**config.mk**
```make
export PLATFORM = sky130hd
export DESIGN_NAME = preview_block_sequencer
export DESIGN_NICKNAME = d
export VERILOG_FILES = /design/src/rtl/preview_pkg.sv /design/src/rtl/block_window_addr_gen.sv /design/src/rtl/preview_block_sequencer.sv
export SDC_FILE = /design/constraint.sdc
export NUM_CORES = 1
export LEC_CHECK = 0
export CAP_MARGIN = 20
export CORE_MARGIN = 3
export CORE_UTILIZATION = 55
export CTS_CLUSTER_SIZE = 40
export DETAILED_ROUTE_END_ITERATION = 7
export PLACE_DENSITY = 0.95
export SYNTH_ARGS = -nofsm -noshare
export SYNTH_HDL_FRONTEND = slang
export SYNTH_SLANG_ARGS = --single-unit
```
**constraint.sdc**
```tcl
create_clock -name vclk -period 5.18 [get_ports vclk]
set_clock_uncertainty 0.1 [all_clocks]
set_input_delay 0.518 -clock vclk [delete_from_list [all_inputs] [get_ports vclk]]
set_output_delay 0.518 -clock vclk [all_outputs]
set_load 0.02 [all_outputs]
```
**src/rtl/preview_pkg.sv**
```systemverilog
// Shared types and constants for the next-piece preview window.
package preview_pkg;

    typedef logic [2:0] piece_id_t;

    localparam piece_id_t PIECE_BLANK = 3'd7;

    localparam int WIN_X0      = 286;
    localparam int WIN_X1      = 364;
    localparam int WIN_Y0      = 407;
    localparam int WIN_Y1      = 460;
    localparam int IMG_WORDS   = (WIN_X1 - WIN_X0) * (WIN_Y1 - WIN_Y0);
    localparam int NUM_PIECES  = 7;
    localparam int VBLANK_LINE = 480;
    localparam int ADDR_W      = 15;

    localparam logic [7:0] COL_BLACK = 8'h00;
    localparam logic [7:0] COL_WHITE = 8'hFF;
    localparam logic [7:0] COL_PIECE = 8'hF0;

    typedef enum logic [1:0] {
        IDLE,
        PENDING,
        COMMIT
    } state_t;

    // Start of a piece image inside the shared ROM; the blank piece has no image.
    function automatic logic [ADDR_W-1:0] piece_base(input piece_id_t piece);
        logic [ADDR_W-1:0] base;
        if (piece == PIECE_BLANK) begin
            base = '0;
        end else begin
            base = ADDR_W'(piece) * ADDR_W'(IMG_WORDS);
        end
        return base;
    endfunction

    // Two-bit ROM code to display colour; both middle codes share the piece colour.
    function automatic logic [7:0] colour_of(input logic [1:0] code);
        logic [7:0] colour;
        case (code)
            2'b00:   colour = COL_BLACK;
            2'b11:   colour = COL_WHITE;
            default: colour = COL_PIECE;
        endcase
        return colour;
    endfunction

endpackage

```
**src/rtl/block_window_addr_gen.sv**
```systemverilog
// Fixed-window address generator: window compare, saturating image offset and
// registered ROM address (base + offset). Shared by the fixed-window draw blocks.
module block_window_addr_gen
    import preview_pkg::*;
#(
    parameter int X0    = WIN_X0,
    parameter int X1    = WIN_X1,
    parameter int Y0    = WIN_Y0,
    parameter int Y1    = WIN_Y1,
    parameter int WORDS = IMG_WORDS,
    parameter int AW    = ADDR_W
) (
    input  logic          clk,
    input  logic          rst,
    input  logic [10:0]   hcount,
    input  logic [9:0]    vcount,
    input  logic [AW-1:0] base,
    output logic          in_win,
    output logic [AW-1:0] addr
);

    localparam logic [AW-1:0] OFF_MAX = AW'(WORDS - 1);

    logic          in_rows;
    logic          in_cols;
    logic [AW-1:0] offset_q, offset_d;
    logic [AW-1:0] addr_q, addr_d;

    // Window compare and next offset: cleared outside the window rows, held in the
    // row margins, advanced per in-window pixel and pinned at the last image word.
    always_comb begin
        in_rows  = (vcount >= 10'(Y0)) && (vcount < 10'(Y1));
        in_cols  = (hcount >= 11'(X0)) && (hcount < 11'(X1));
        in_win   = in_rows && in_cols;
        offset_d = offset_q;
        if (!in_rows) begin
            offset_d = '0;
        end else if (in_cols && (offset_q != OFF_MAX)) begin
            offset_d = offset_q + AW'(1);
        end
        addr_d = base + offset_q;
    end

    // Offset and ROM address registers.
    always_ff @(posedge clk) begin
        if (rst) begin
            offset_q <= '0;
            addr_q   <= '0;
        end else begin
            offset_q <= offset_d;
            addr_q   <= addr_d;
        end
    end

    assign addr = addr_q;

endmodule

```
**src/rtl/preview_block_sequencer.sv**
```systemverilog
// Next-piece preview: defers piece swaps to vertical blank, drives the shared
// block-image ROM address and turns ROM codes into preview pixels.
module preview_block_sequencer
    import preview_pkg::*;
(
    input  logic              vclk,
    input  logic              rst,
    input  logic [10:0]       hcount,
    input  logic [9:0]        vcount,
    input  logic              req_valid,
    input  logic [2:0]        req_piece,
    output logic              req_ready,
    output logic              busy,
    output logic [ADDR_W-1:0] rom_addr,
    input  logic [1:0]        rom_data,
    output logic [7:0]        pixel_out,
    output logic              pixel_valid
);

    state_t            state_q, state_d;
    piece_id_t         pending_q, pending_d;
    piece_id_t         active_q, active_d;
    logic [ADDR_W-1:0] base_q, base_d;
    logic              req_ready_q, req_ready_d;
    logic              busy_q, busy_d;

    logic              in_win;
    logic              win_d1_q, win_d2_q;
    logic              blank_d1_q, blank_d2_q;
    logic [7:0]        pixel_q, pixel_d;
    logic              pixel_valid_q, pixel_valid_d;

    logic              in_vblank;

    assign in_vblank = (vcount >= 10'(VBLANK_LINE));

    block_window_addr_gen u_addr_gen (
        .clk    (vclk),
        .rst    (rst),
        .hcount (hcount),
        .vcount (vcount),
        .base   (base_q),
        .in_win (in_win),
        .addr   (rom_addr)
    );

    // Request handshake: latch one request, wait for a vblank clock, then swap
    // the active piece and its ROM base in a single commit cycle.
    always_comb begin
        state_d   = state_q;
        pending_d = pending_q;
        active_d  = active_q;
        base_d    = base_q;
        case (state_q)
            IDLE: begin
                if (req_valid && req_ready_q) begin
                    pending_d = (req_piece >= PIECE_BLANK) ? PIECE_BLANK : req_piece;
                    state_d   = PENDING;
                end
            end
            PENDING: begin
                if (in_vblank) begin
                    state_d = COMMIT;
                end
            end
            COMMIT: begin
                active_d = pending_q;
                base_d   = piece_base(pending_q);
                state_d  = IDLE;
            end
            default: begin
                state_d = IDLE;
            end
        endcase
        req_ready_d = (state_d == IDLE);
        busy_d      = (state_d != IDLE);
    end

    // Sequencer state and its registered handshake outputs.
    always_ff @(posedge vclk) begin
        if (rst) begin
            state_q     <= IDLE;
            pending_q   <= PIECE_BLANK;
            active_q    <= PIECE_BLANK;
            base_q      <= '0;
            req_ready_q <= 1'b1;
            busy_q      <= 1'b0;
        end else begin
            state_q     <= state_d;
            pending_q   <= pending_d;
            active_q    <= active_d;
            base_q      <= base_d;
            req_ready_q <= req_ready_d;
            busy_q      <= busy_d;
        end
    end

    // Colour stage: the two-deep flags line up with the ROM word fetched for the same pixel.
    always_comb begin
        pixel_d       = COL_BLACK;
        pixel_valid_d = 1'b0;
        if (win_d2_q && !blank_d2_q) begin
            pixel_d       = colour_of(rom_data);
            pixel_valid_d = 1'b1;
        end
    end

    // Window/blank delay line and registered pixel output.
    always_ff @(posedge vclk) begin
        if (rst) begin
            win_d1_q      <= 1'b0;
            win_d2_q      <= 1'b0;
            blank_d1_q    <= 1'b1;
            blank_d2_q    <= 1'b1;
            pixel_q       <= COL_BLACK;
            pixel_valid_q <= 1'b0;
        end else begin
            win_d1_q      <= in_win;
            win_d2_q      <= win_d1_q;
            blank_d1_q    <= (active_q == PIECE_BLANK);
            blank_d2_q    <= blank_d1_q;
            pixel_q       <= pixel_d;
            pixel_valid_q <= pixel_valid_d;
        end
    end

    assign req_ready   = req_ready_q;
    assign busy        = busy_q;
    assign pixel_out   = pixel_q;
    assign pixel_valid = pixel_valid_q;

endmodule
```
==> metrics.txt <==
leak pwr=0.001331 uW; RSZ-0062 raised after global routing=no; Top Metal Used=met4; adder-cell share of the synthesized area=9.926%; crit path cell chain=ha_1, inv_1, fa_1, nor2b_1, o21a_1, o21ai_0, a21oi_1, o21bai_1, mux2_2; Top Ports=55; FILL cells=324; DP HPWL=4001 um; Primary FF master, synth=dfxtp_1; largest family of logic cells by synthesized area=simple AND/OR/NAND/NOR gates; core area=0.004564 mm^2; final setup vio count=0; largest net degree at the start of global routing=43; slowest cell on the critical path=dfxtp_1; FFs w/ async S/R, synth=0%; ant diodes=0; crit path max fanout=6; top cell type by total area after synthesis=dfxtp_1; # Max-Cap Violations=0; post-CTS setup repair buffer count=0; final wirelength=5873 um; Worst VDD drop=219.4 uV; 1st-iter DRT viols=174; post-synthesis cell count=306; DR DRC count=0; final period utilization=48.12%; commonest non-fill, non-tap cell in the layout=dfxtp_1; mux contribution to synthesized area=0.4136%; Worst R2R End=u_addr_gen.addr[11]$_SDFF_PP0_; Post-synth EDFFs=0; worst hold path stage count=1; share of cells above drive strength 1=5.833%; status=complete, no violations; startpoint types=register; Initial Util=59.65%; Clock Latency Late Sink=0.33 ns; simple-gate portion of the synthesized area=23.90%; Worst R2R Path Depth=9; Synth area leaders=dfxtp_1 (42%), ha_1 (9.2%), nor2_1 (6.3%); CP Data Arrival Time=2.62 ns; post-route ant nets=0; CTS tree=done; CP Capture Type=register; die footprint=0.005830 mm^2; Final Net Count=406; clk sinks=57; Die Ht=76.36 um; gp weighted congestion=0.8518; Final Power=955.5 uW; total negative slack=0 ns; global-route wire length before repair=9963 um; most frequent cells in the layout=dfxtp_1 (57), clkdlybuf4s50_1 (53), nor2_1 (46); clock-pin transition on the worst setup and hold timing paths=0.06 ns; class of the worst hold path=reg2reg; WL met2=2947 um; total track usage=21.49%; area share of the largest cell type after synthesis=41.91%; Num CTS Buffers=9; Synth cell types=46; CP Class=reg2reg; met3 wire length=358 um; grt ovf=0; DR WL/cell=13.82 um; Final Slew Violations=0; Avg Cell Area, Syn=8.897 um^2; Synth Cell Area=0.002723 mm^2; endpoints failing hold=0; hold buffers post-CTS=0; initial antenna violation count=0; Synth Register Bits=57; Yosys warning total=0; Worst Hold End=blank_d2_q$_SDFF_PP1_; sequential area share after synthesis=41.91%; setup slack, reg-to-reg=2.69 ns; H-tree depth=3; post-synthesis compound-gate area fraction=12.22%; Die Span X=76.36 um; vias in the first global route=2272; # port buffers=53; Worst Min Path Start=blank_d1_q$_SDFF_PP1_; first drt pass iteration count=4; Synth-to-Final Area Change=26.98%; CP required=5.30 ns; # resized after CTS=0; vias post-DR=2324; Slew HR=49.62%; CTS Buffer Depth=2; Max stage delay on crit path=0.43 ns; met1 WL=2397 um; xor-xnor portion of the synthesized cell area=6.756%; # rows=24; Peak Freq=0.4012 GHz; worst r2r src=u_addr_gen.offset_q[1]$_SDFFE_PP0P_; fin crit period=2.493 ns; vias per cell=5.468; Synth Net Count=356; Power Density=276.4 mW/mm^2; Worst-Margin Slew=0.7499 ns; root buf cell=clkbuf_8
## worst max-delay path by stage
stage / startpoint / endpoint
detailed placement: hcount[7] / u_addr_gen.offset_q[8]$_SDFFE_PP0P_
finish: u_addr_gen.offset_q[1]$_SDFFE_PP0P_ / u_addr_gen.addr[11]$_SDFF_PP0_
CTS: u_addr_gen.offset_q[1]$_SDFFE_PP0P_ / u_addr_gen.addr[11]$_SDFF_PP0_
global route: u_addr_gen.offset_q[1]$_SDFFE_PP0P_ / u_addr_gen.addr[11]$_SDFF_PP0_
global placement: hcount[7] / u_addr_gen.offset_q[8]$_SDFFE_PP0P_
floorplan: hcount[7] / u_addr_gen.offset_q[13]$_SDFFE_PP0P_
## layout make-up
cell class | count | area (um^2) | share of cell area, %
well taps | 65 | 81.33 | 2.353
clock inverters | 3 | 40.04 | 1.158
multi-input cells | 220 | 1449 | 41.91
clock buffers | 12 | 155.1 | 4.488
repair buffers | 54 | 538.0 | 15.56
inverters | 14 | 52.55 | 1.520
flip-flops and latches | 57 | 1141 | 33.01
## per-layer routing
metal,up-vias,GRT usage (%)
met5,-,0
met4,0,15.22
met3,15,6.738
met2,80,35.94
met1,1063,22.85
li1,1166,-
## state kept, by name, summed over array words and instances, names as in the netlist, 2 cells and up
| register | flops |
|---|---|
| state_q | 2 |
| u_addr_gen.offset_q | 15 |
| u_addr_gen.addr | 15 |
| pending_q | 3 |
| pixel_out | 2 |
| active_q | 3 |
| base_q | 10 |
## where the power goes
part / leakage (uW) / switching (uW) / total [uW] / internal, uW
Sequential: 0.000461 / 8.74 / 457 / 448
Combinational: 0.000767 / 42.5 / 90.2 / 47.7
Clock: 0.000102 / 165 / 409 / 244
Total: 0.00133 / 216 / 955 / 740
## logic make-up (layout without fill, tap and decap cells)
logic type / after synthesis / in the layout
xor gates and xnor gates: 21 / 21
buffers and inverters: 29 / 83
DFF: 57 / 57
AOI/OAI and AO/OA: 49 / 49
muxes: 1 / 1
adders and majority gates: 21 / 21
and+or+nand+nor: 128 / 128
## cells in the mapped netlist, types with 6 or more instances
library cell,n
buf_4,6
inv_1,14
xor2_1,8
dfxtp_1,57
a21oi_1,13
o21ai_0,6
ha_1,20
and3_1,6
nand3_1,10
nor2_1,46
xnor2_1,13
a22oi_1,6
nor3_1,14
nor2b_1,12
nand2_1,14
clkbuf_1,8
## through the flow
step / utilization, % / instance area (um^2) / setup slack (ns) / hold WS (ns) / cells
floorplan: - / 2723 / 3.031 / 0.2895 / 306
global placement: 71.46 / 3262 / 2.488 / 0.2961 / 410
detailed placement: 71.46 / 3262 / 2.453 / 0.2959 / 410
CTS: 75.74 / 3457 / 2.728 / 0.3101 / 425
global route: 75.74 / 3457 / 2.513 / 0.3232 / 425
finish: 75.74 / 3457 / 2.687 / 0.3075 / 425
## critical path, delay by kind of cell (launching register included)
family | cells | cell delay (ns)
AO/OA/AOI/OAI | 4 | 0.77
adder cells (fa/ha/maj) | 2 | 0.57
flip-flops | 1 | 0.43
multiplexers | 1 | 0.28
AND/OR/NAND/NOR | 1 | 0.18
buffers and inverters | 1 | 0.05
Power figures use the tool's default switching activity.
